<file path="src/rtl/project_id_pkg.sv">
// Shared types and defaults for the project-ID ROM and its GPIO-default serialiser.
package project_id_pkg;

  typedef enum logic [2:0] {
    IDLE,
    SHIFT_LO,
    SHIFT_HI,
    LOAD,
    DONE
  } pid_state_e;

  localparam int DEF_NUM_WORDS = 4;
  localparam int DEF_WORD_W    = 13;
  localparam int DEF_CLK_DIV   = 2;

  function automatic int proj_id_bits(input int nw, input int ww);
    return nw * ww;
  endfunction

endpackage

</file>
<file path="src/rtl/project_id_phase_timer.sv">
// Loadable down-counter giving a one-cycle tick in the last cycle of a CLK_DIV-long phase.
module project_id_phase_timer #(
  parameter int CLK_DIV = 2
) (
  input  logic clock,
  input  logic resetn,
  input  logic load,
  output logic tick
);

  localparam int              PW    = $clog2(CLK_DIV + 1);
  localparam logic [PW-1:0]   DIV_L = PW'(CLK_DIV);
  localparam logic [PW-1:0]   ONE   = PW'(1);

  logic [PW-1:0] cnt;

  always_ff @(posedge clock or negedge resetn) begin
    if (!resetn) begin
      cnt <= '0;
    end else if (load) begin
      cnt <= DIV_L;
    end else if (cnt != '0) begin
      cnt <= cnt - ONE;
    end
  end

  assign tick = (cnt == ONE);

endmodule

</file>
<file path="src/rtl/project_id_rom_serial.sv">
// Project-ID ROM with GPIO default words shifted out on a divided serial chain.
// Optional build macro PROJECT_ID_AUTOLOAD_EN: start one transfer automatically after reset.
module project_id_rom_serial
  import project_id_pkg::*;
#(
  parameter logic [31:0] USER_PROJECT_ID = 32'h0,
  parameter int          NUM_WORDS       = DEF_NUM_WORDS,
  parameter int          WORD_W          = DEF_WORD_W,
  parameter logic [proj_id_bits(NUM_WORDS, WORD_W)-1:0] ROM_INIT = '0,
  parameter int          CLK_DIV         = DEF_CLK_DIV,
  localparam int         AW              = (NUM_WORDS > 1) ? $clog2(NUM_WORDS) : 1
) (
  input  logic              clock,
  input  logic              resetn,
  output logic [31:0]       project_id,
  input  logic [AW-1:0]     rd_addr,
  output logic [WORD_W-1:0] rd_data,
  input  logic              xfer_start,
  output logic              xfer_busy,
  output logic              xfer_done,
  output logic              serial_clock,
  output logic              serial_data,
  output logic              serial_load
);

  localparam int             NBITS     = proj_id_bits(NUM_WORDS, WORD_W);
  localparam int             BCW       = $clog2(NBITS + 1);
  localparam int             ROM_PAD_W = 2 ** BCW;
  localparam int             RD_DEPTH  = 2 ** AW;
  localparam logic [BCW-1:0] NBITS_L   = BCW'(NBITS);
  localparam logic [BCW-1:0] BC_ONE    = BCW'(1);
  // Padding lets any bit-counter value index the ROM without a range check.
  localparam logic [ROM_PAD_W-1:0] ROM_PAD = ROM_PAD_W'(ROM_INIT);

  pid_state_e     state, state_n;
  logic [BCW-1:0] bitcnt, bitcnt_n, bit_idx;
  logic           start_req, phase_load, phase_tick, data_n;
  logic [WORD_W-1:0] words [RD_DEPTH];

  assign project_id = USER_PROJECT_ID;

  genvar g;
  for (g = 0; g < RD_DEPTH; g++) begin : g_word
    if (g < NUM_WORDS) begin : g_used
      assign words[g] = ROM_INIT[g*WORD_W +: WORD_W];
    end else begin : g_empty
      assign words[g] = '0;
    end
  end

  always_ff @(posedge clock or negedge resetn) begin
    if (!resetn) rd_data <= '0;
    else         rd_data <= words[rd_addr];
  end

`ifdef PROJECT_ID_AUTOLOAD_EN
  logic autoload_done;

  always_ff @(posedge clock or negedge resetn) begin
    if (!resetn) autoload_done <= 1'b0;
    else         autoload_done <= 1'b1;
  end

  assign start_req = xfer_start | ~autoload_done;
`else
  assign start_req = xfer_start;
`endif

  project_id_phase_timer #(.CLK_DIV(CLK_DIV)) u_phase (
    .clock  (clock),
    .resetn (resetn),
    .load   (phase_load),
    .tick   (phase_tick)
  );

  always_ff @(posedge clock or negedge resetn) begin
    if (!resetn) begin
      state  <= IDLE;
      bitcnt <= '0;
    end else begin
      state  <= state_n;
      bitcnt <= bitcnt_n;
    end
  end

  always_comb begin
    state_n  = state;
    bitcnt_n = bitcnt;
    case (state)
      IDLE: begin
        if (start_req) begin
          state_n  = SHIFT_LO;
          bitcnt_n = NBITS_L;
        end
      end
      SHIFT_LO: if (phase_tick) state_n = SHIFT_HI;
      SHIFT_HI: begin
        if (phase_tick) begin
          bitcnt_n = bitcnt - BC_ONE;
          state_n  = (bitcnt == BC_ONE) ? LOAD : SHIFT_LO;
        end
      end
      LOAD:    if (phase_tick) state_n = DONE;
      DONE:    state_n = IDLE;
      default: state_n = IDLE;
    endcase
    // Every state entry restarts the phase timer.
    phase_load = (state_n != state);
    // Bit n-1 of the packed ROM is the MSB of the top word, so it goes first.
    bit_idx = bitcnt_n - BC_ONE;
    data_n  = 1'b0;
    if (state_n == SHIFT_LO)      data_n = ROM_PAD[bit_idx];
    else if (state_n == SHIFT_HI) data_n = serial_data;
  end

  always_ff @(posedge clock or negedge resetn) begin
    if (!resetn) begin
      xfer_busy    <= 1'b0;
      xfer_done    <= 1'b0;
      serial_clock <= 1'b0;
      serial_data  <= 1'b0;
      serial_load  <= 1'b0;
    end else begin
      xfer_busy    <= (state_n != IDLE);
      xfer_done    <= (state_n == DONE);
      serial_clock <= (state_n == SHIFT_HI);
      serial_data  <= data_n;
      serial_load  <= (state_n == LOAD);
    end
  end

endmodule

</file>
<file path="config.mk">
export PLATFORM = sky130hd
export DESIGN_NAME = project_id_rom_serial
export DESIGN_NICKNAME = d
export VERILOG_FILES = /design/src/rtl/project_id_pkg.sv /design/src/rtl/project_id_phase_timer.sv /design/src/rtl/project_id_rom_serial.sv
export SDC_FILE = /design/constraint.sdc
export NUM_CORES = 1
export LEC_CHECK = 0
export ABC_AREA = 1
export BUFFER_PORTS_ARGS = -buffer_cell sky130_fd_sc_hd__buf_2
export CAP_MARGIN = 20
export CELL_PAD_IN_SITES_DETAIL_PLACEMENT = 0
export CELL_PAD_IN_SITES_GLOBAL_PLACEMENT = 1
export CORE_MARGIN = 3
export CORE_UTILIZATION = 25
export DETAILED_ROUTE_END_ITERATION = 10
export PLACE_DENSITY_LB_ADDON = 0.3
export SLEW_MARGIN = 10
export SYNTH_ARGS = -nofsm -noshare
export SYNTH_HDL_FRONTEND = slang
export SYNTH_HIERARCHICAL = 1
export SYNTH_SLANG_ARGS = --single-unit
</file>
<file path="constraint.sdc">
create_clock -name clock -period 2.1 [get_ports clock]
set_clock_uncertainty 0.1 [all_clocks]
set_input_delay 0.315 -clock clock [delete_from_list [all_inputs] [get_ports clock]]
set_output_delay 0.315 -clock clock [all_outputs]
set_load 0.05 [all_outputs]
</file>
Word level (Yosys, flattened, before mapping)

Memory sizes are Yosys's and may differ from the RTL's.
Index checks and enable logic that the tools add are counted.

Word-level logic and storage cells: 48
Memories: 1
Bits in read-only memories: 64
Bits in registers: 29

Bitwise operators: 1
Multiplexer cells: 17
Equal/unequal tests: 11
Magnitude comparators: 2
Reductions and logical operators: 4
Add/sub/neg operators: 3

Memories:

| memory           | depth | width | rd ports | clocked after Yosys merged registers in | wr ports | line                         | source |
|---|---|---|---|---|---|---|---|
| (name not given) | 64    | 1     | 1        | 0                                       | 0        | project_id_rom_serial.sv:112 | `if (state_n == SHIFT_LO) data_n = ROM_PAD[bit_idx];` |

Operator list:

| operator                                                                     | count |
|---|---|
| 13-bit binary-select mux with 2-bit select                                   | 1 |
| 13-bit two-way mux                                                           | 2 |
| 3-bit by 2-bit equality test with 1-bit output, second input constant        | 4 |
| 3-bit two-way mux                                                            | 4 |
| 6-bit two-way mux                                                            | 2 |
| 3-bit one-hot mux with 4 select lines                                        | 1 |
| 6-bit one-hot mux with 2 select lines                                        | 1 |
| 6-bit by 1-bit subtractor with 6-bit output, second input constant           | 2 |
| 6-bit by 7-bit less-than comparator with 1-bit output, second input constant | 1 |
| 3-bit by 1-bit equality test with 1-bit output, second input constant        | 2 |
| 6-bit by 1-bit equality test with 1-bit output, second input constant        | 1 |
| 2-bit two-way mux                                                            | 3 |
| 2-bit nonzero test                                                           | 2 |
| 3-bit equality test, second input constant                                   | 1 |
| 3-bit >= comparator, second input constant                                   | 1 |
| 3-bit zero test                                                              | 1 |
| 1-bit two-way mux                                                            | 3 |
| 3-bit != test                                                                | 1 |
| 2-bit NOT with 3-bit output                                                  | 1 |
| 3-bit nonzero test                                                           | 1 |
| 2-bit by 1-bit equality test with 1-bit output, second input constant        | 1 |
| 2-bit != test, second input constant                                         | 1 |
| 2-bit by 1-bit subtractor with 2-bit output, second input constant           | 1 |

Longest topological paths before layout

Word-level depth: 7
Gate-level depth with buffers: 10
Mapped depth without buffers: 9

Hierarchy

Netlist, hierarchy kept.

Modules (own cells, without submodules):

| module                 | instances | cells an instance | area each (µm²) | seq. area each (µm²) |
|---|---|---|---|---|
| project_id_rom_serial  | 1         | 130               | 1034.7          | 325.3 |
| project_id_phase_timer | 1         | 15                | 120.1           | 50.0 |

Worst setup path after synthesis

OpenSTA, ideal clock, no wires.

Kind: register to register
From: register u_phase.cnt[1]
To: register u_phase.cnt[0]
Setup slack: 0.576 ns
Buffers on the path: 1
Setup time: 0.117 ns
Arrival: 1.307 ns
Stages on the path, launching flop included: 11
Cells stage by stage: dfrtp_1 > inv_1 > ha_1 > nand2_2 > a21oi_4 > buf_6 > inv_2 > o2111ai_1 > inv_1 > nand3_1 > nand2_1

Longest elaborated chain between the ends: 5
Elaborated cells between the ends (all ways): 9
Classes of those cells: 2 x eq/ne; 5 x mux; 2 x reduce/logical

Ends and longest elaborated chain:

| element                                                        | line                                                                                   | source |
|---|---|---|
| start: declaration                                             | project_id_phase_timer.sv:15                                                           | `logic [PW-1:0] cnt;` |
| start signal: assignment                                       | project_id_phase_timer.sv:23                                                           | `cnt <= cnt - ONE;` |
| 2-bit by 1-bit equality test with 1-bit output (*)             | project_id_phase_timer.sv:27                                                           | `assign tick = (cnt == ONE);` |
| named net phase_tick                                           | project_id_rom_serial.sv:37                                                            | `logic start_req, phase_load, phase_tick, data_n;` |
| 3-bit two-way mux, on equally long branches                    | project_id_rom_serial.sv:103, project_id_rom_serial.sv:96, project_id_rom_serial.sv:98 |  |
| 3-bit one-hot mux with 4 select lines (*)                      | project_id_rom_serial.sv:89                                                            | `case (state)` |
| 3-bit != test (*)                                              | project_id_rom_serial.sv:108                                                           | `phase_load = (state_n != state);` |
| named net phase_load                                           | project_id_rom_serial.sv:37                                                            |  |
| 2-bit two-way mux / 2-bit nonzero test (equally long branches) | -                                                                                      |  |

Mark *: on every way through the listed nets, which the timed path passes. The rest lies on a longest branch.
A chain may end at the register's enable or synchronous reset.

Worst setup path in the final report

From: register u_phase.cnt[1]
To: register u_phase.cnt[0]

Longest elaborated chain between the ends: 5
Elaborated cells between the ends (all ways): 9
Classes of those cells: 2 x eq/ne; 5 x mux; 2 x reduce/logical

Ends and longest elaborated chain:

| element                                                        | line                                                                                   | source |
|---|---|---|
| 2-bit by 1-bit equality test with 1-bit output (*)             | project_id_phase_timer.sv:27                                                           |  |
| named net phase_tick                                           | project_id_rom_serial.sv:37                                                            |  |
| 3-bit two-way mux, on equally long branches                    | project_id_rom_serial.sv:103, project_id_rom_serial.sv:96, project_id_rom_serial.sv:98 |  |
| 3-bit one-hot mux with 4 select lines (*)                      | project_id_rom_serial.sv:89                                                            |  |
| named net state_n[2]                                           | project_id_rom_serial.sv:35                                                            | `pid_state_e state, state_n;` |
| 3-bit != test (*)                                              | project_id_rom_serial.sv:108                                                           |  |
| named net phase_load                                           | project_id_rom_serial.sv:37                                                            |  |
| 2-bit two-way mux / 2-bit nonzero test (equally long branches) | -                                                                                      |  |

Marked as above.

==> reports/metrics.cfg <==
[final_layout]
fin_util=0.2551
fin_nets=165
diodes=0
area_delta_synth_final_pct=-2.492
final_cells=207
drive_above_1_share=0.1355

[clock_tree]
cts-buffers-inserted=3
clk_latency_ns=0.25
ctsHoldBuffers=1
postCtsSetupBuffers=0
path_clk_slew_ns=0.06
cts_tree=yes
cts_buffer_depth=2
cts_sinks=15
cts_resized=0
cts-htree-levels=1
cts-root-buf=clkbuf_8

[logic_synthesis]
netlist_instances=145
ys_seq_area_frac=0.3250
ys_seq_elements=15
syn_area_per_cell_um2=7.965
yosys.cell_types.count=22
synth_area_um2=1155
yosysWarnings=6

[critical_path]
worstPathMaxFanout=4
start_kind=flip-flop
required_ns=2.14
critPathKind=flip-flop to flip-flop
path_common_cell=inv_1
crit_slowest_cell=dfrtp_1
critical_path_arrival_ns=1.74
crit_path_end_kind=flip-flop
cp_cell_sequence=inv_1 -> ha_1 -> nand2_2 -> nor3_1 -> inv_1 -> o2111ai_1 -> inv_1 -> nand3_1 -> nand2_1
max_stage_delay_ns=0.38

[sta]
min_period_ns=1.697
setup_tns_ns=0
layout_setup_ws_ns=0.4030
finalSetupViolations=0
rsz0062_at_grt=no
fin_crit_sh=0.8081
fmax_mhz=589.3
final_max_slew_viol_count=0
hold_violations=0

[grt]
track_usage=0.06985
grt_pass1_wl_um=2904
grt_max_degree=16
grt_pass1_vias=645
grt_antenna_before_repair=0
gr-total-overflow=0

[detailed_routing]
viasPerCell=3.551
drt-total-wl_um=1871
drtAntennaViolNets=0
drt-met1-wl_um=759
dr_wl_met3_um=143
top_layer=met4
wl_per_cell_um=9.039
firstDrtPassIters=3
drtIter0Drc=50
routed-wl-met2_um=957
drc_errors=0
vias=735

[floorplan]
rows=24
chipHeight_um=73.97
die_w_um=73.97
dieArea_um2=5471
pin_count=55
core_um2=4414
initial_utilization=0.2616

[hold_path]
hold_path_class=input pin to flip-flop

[outcome]
status=completed

[placement]
gp_congestion=0.7452
placedCellCount=202
dpl_worst_slack_ns=0.3061
hpwl_um=1528
port_buffers=6

[power]
max-vdd-ir-drop_mv=0.2809
p_leak_nw=0.6202
power_density_nw_per_um2=1520

[run]
drv_cap=0

==> power breakdown <==
part	leakage, nW	switching [mW]	total, mW	internal (mW)
sequential	0.185	0.0761	0.492	0.416
clock	0.0255	0.103	0.235	0.131
combinational	0.409	0.718	0.985	0.266
==> per-layer routing <==
layer / GRT usage / vias up
met5: 0 / -
met4: 0.01811 / 0
met3: 0.02838 / 2
met2: 0.1280 / 27
met1: 0.07389 / 336
li1: - / 370
==> placed cells by master, fill, tap and decap left out, types with 2 or more instances in the layout <==
master and n:
buf_2 6, nor2_1 8, inv_2 3, dfrtp_1 15, inv_1 16, nor3_1 2, o21ai_0 3, nand2_2 3
ha_1 4, conb_1 46, nand3_1 10, clkbuf_8 3, nand2_1 23, nand4_1 2
==> worst max-delay path: cells and delay by family (launching register included) <==
kind            cells  cell delay, ns
simple gates        4            0.49
fa+ha+maj           1            0.25
buf+inv             3            0.28
flops               1            0.38
compound gates      1            0.10
==> kinds of logic after synthesis <==
logic type	count (synthesis)	synth area share
adders and majority gates	4	0.04334
AOI/OAI and AO/OA	8	0.05092
xor gates and xnor gates	1	0.007585
DFF	15	0.3250
other	1	0.003247
buffers and inverters	66	0.3705
and+or+nand+nor	50	0.1993
==> cell type report <==
class                   instances  area [um^2]
fillers                       501         3288
multi-input cells             109        520.5
flip-flops and latches         15        375.4
inverters                      19        71.32
well taps                      52        65.06
repair buffers                  8        47.55
clock buffers                   3        41.29
clock inverters                 1        5.005
==> flip-flops by register name (all words and copies together) (netlist names) <==
register,cells
serial_clock,1
u_phase/cnt,2
bitcnt,6
xfer_done,1
state,3
serial_load,1
xfer_busy,1
==> stage by stage <==
stage                     total power [mW]  hold WS (ns)  area [um^2]
after floorplan                      1.391      -0.08059         1324
after global placement               1.460        0.1405         1070
after detailed placement             1.492        0.1449         1070
after CTS                            1.737        0.3941         1126
after global routing                 1.875        0.4293         1126
final                                1.711        0.3914         1126
==> path summary, 6_finish.rpt <==
check,cells after the start,slack (ns),from,endpoint
worst max-delay path,9,0.40,u_phase/cnt[1]$_DFFE_PN0P_,u_phase/cnt[0]$_DFFE_PN0P_
worst min-delay path,6,0.39,xfer_start,bitcnt[2]$_DFFE_PN0P_
worst max register to register,9,0.40,u_phase/cnt[1]$_DFFE_PN0P_,u_phase/cnt[0]$_DFFE_PN0P_
worst min register to register,2,0.41,u_phase/cnt[1]$_DFFE_PN0P_,u_phase/cnt[1]$_DFFE_PN0P_
max in group asynchronous,2,1.25,resetn,u_phase/cnt[0]$_DFFE_PN0P_
min in group asynchronous,2,0.40,resetn,state[1]$_DFF_PN0_
==> synthesized netlist by cell type, drive strengths merged <==
cell type   n  area share
dfrtp      15        0.33
nand3      10       0.043
xnor2       1      0.0076
o21ai       4       0.017
nand2      27        0.10
inv        19       0.062
buf        47        0.31
nand4       2       0.011
nor3        2      0.0087
nor2        9       0.036
a21oi       3       0.026
ha          4       0.043
o2111ai     1      0.0076
conb        1      0.0032
Power figures use the tool's default switching activity.
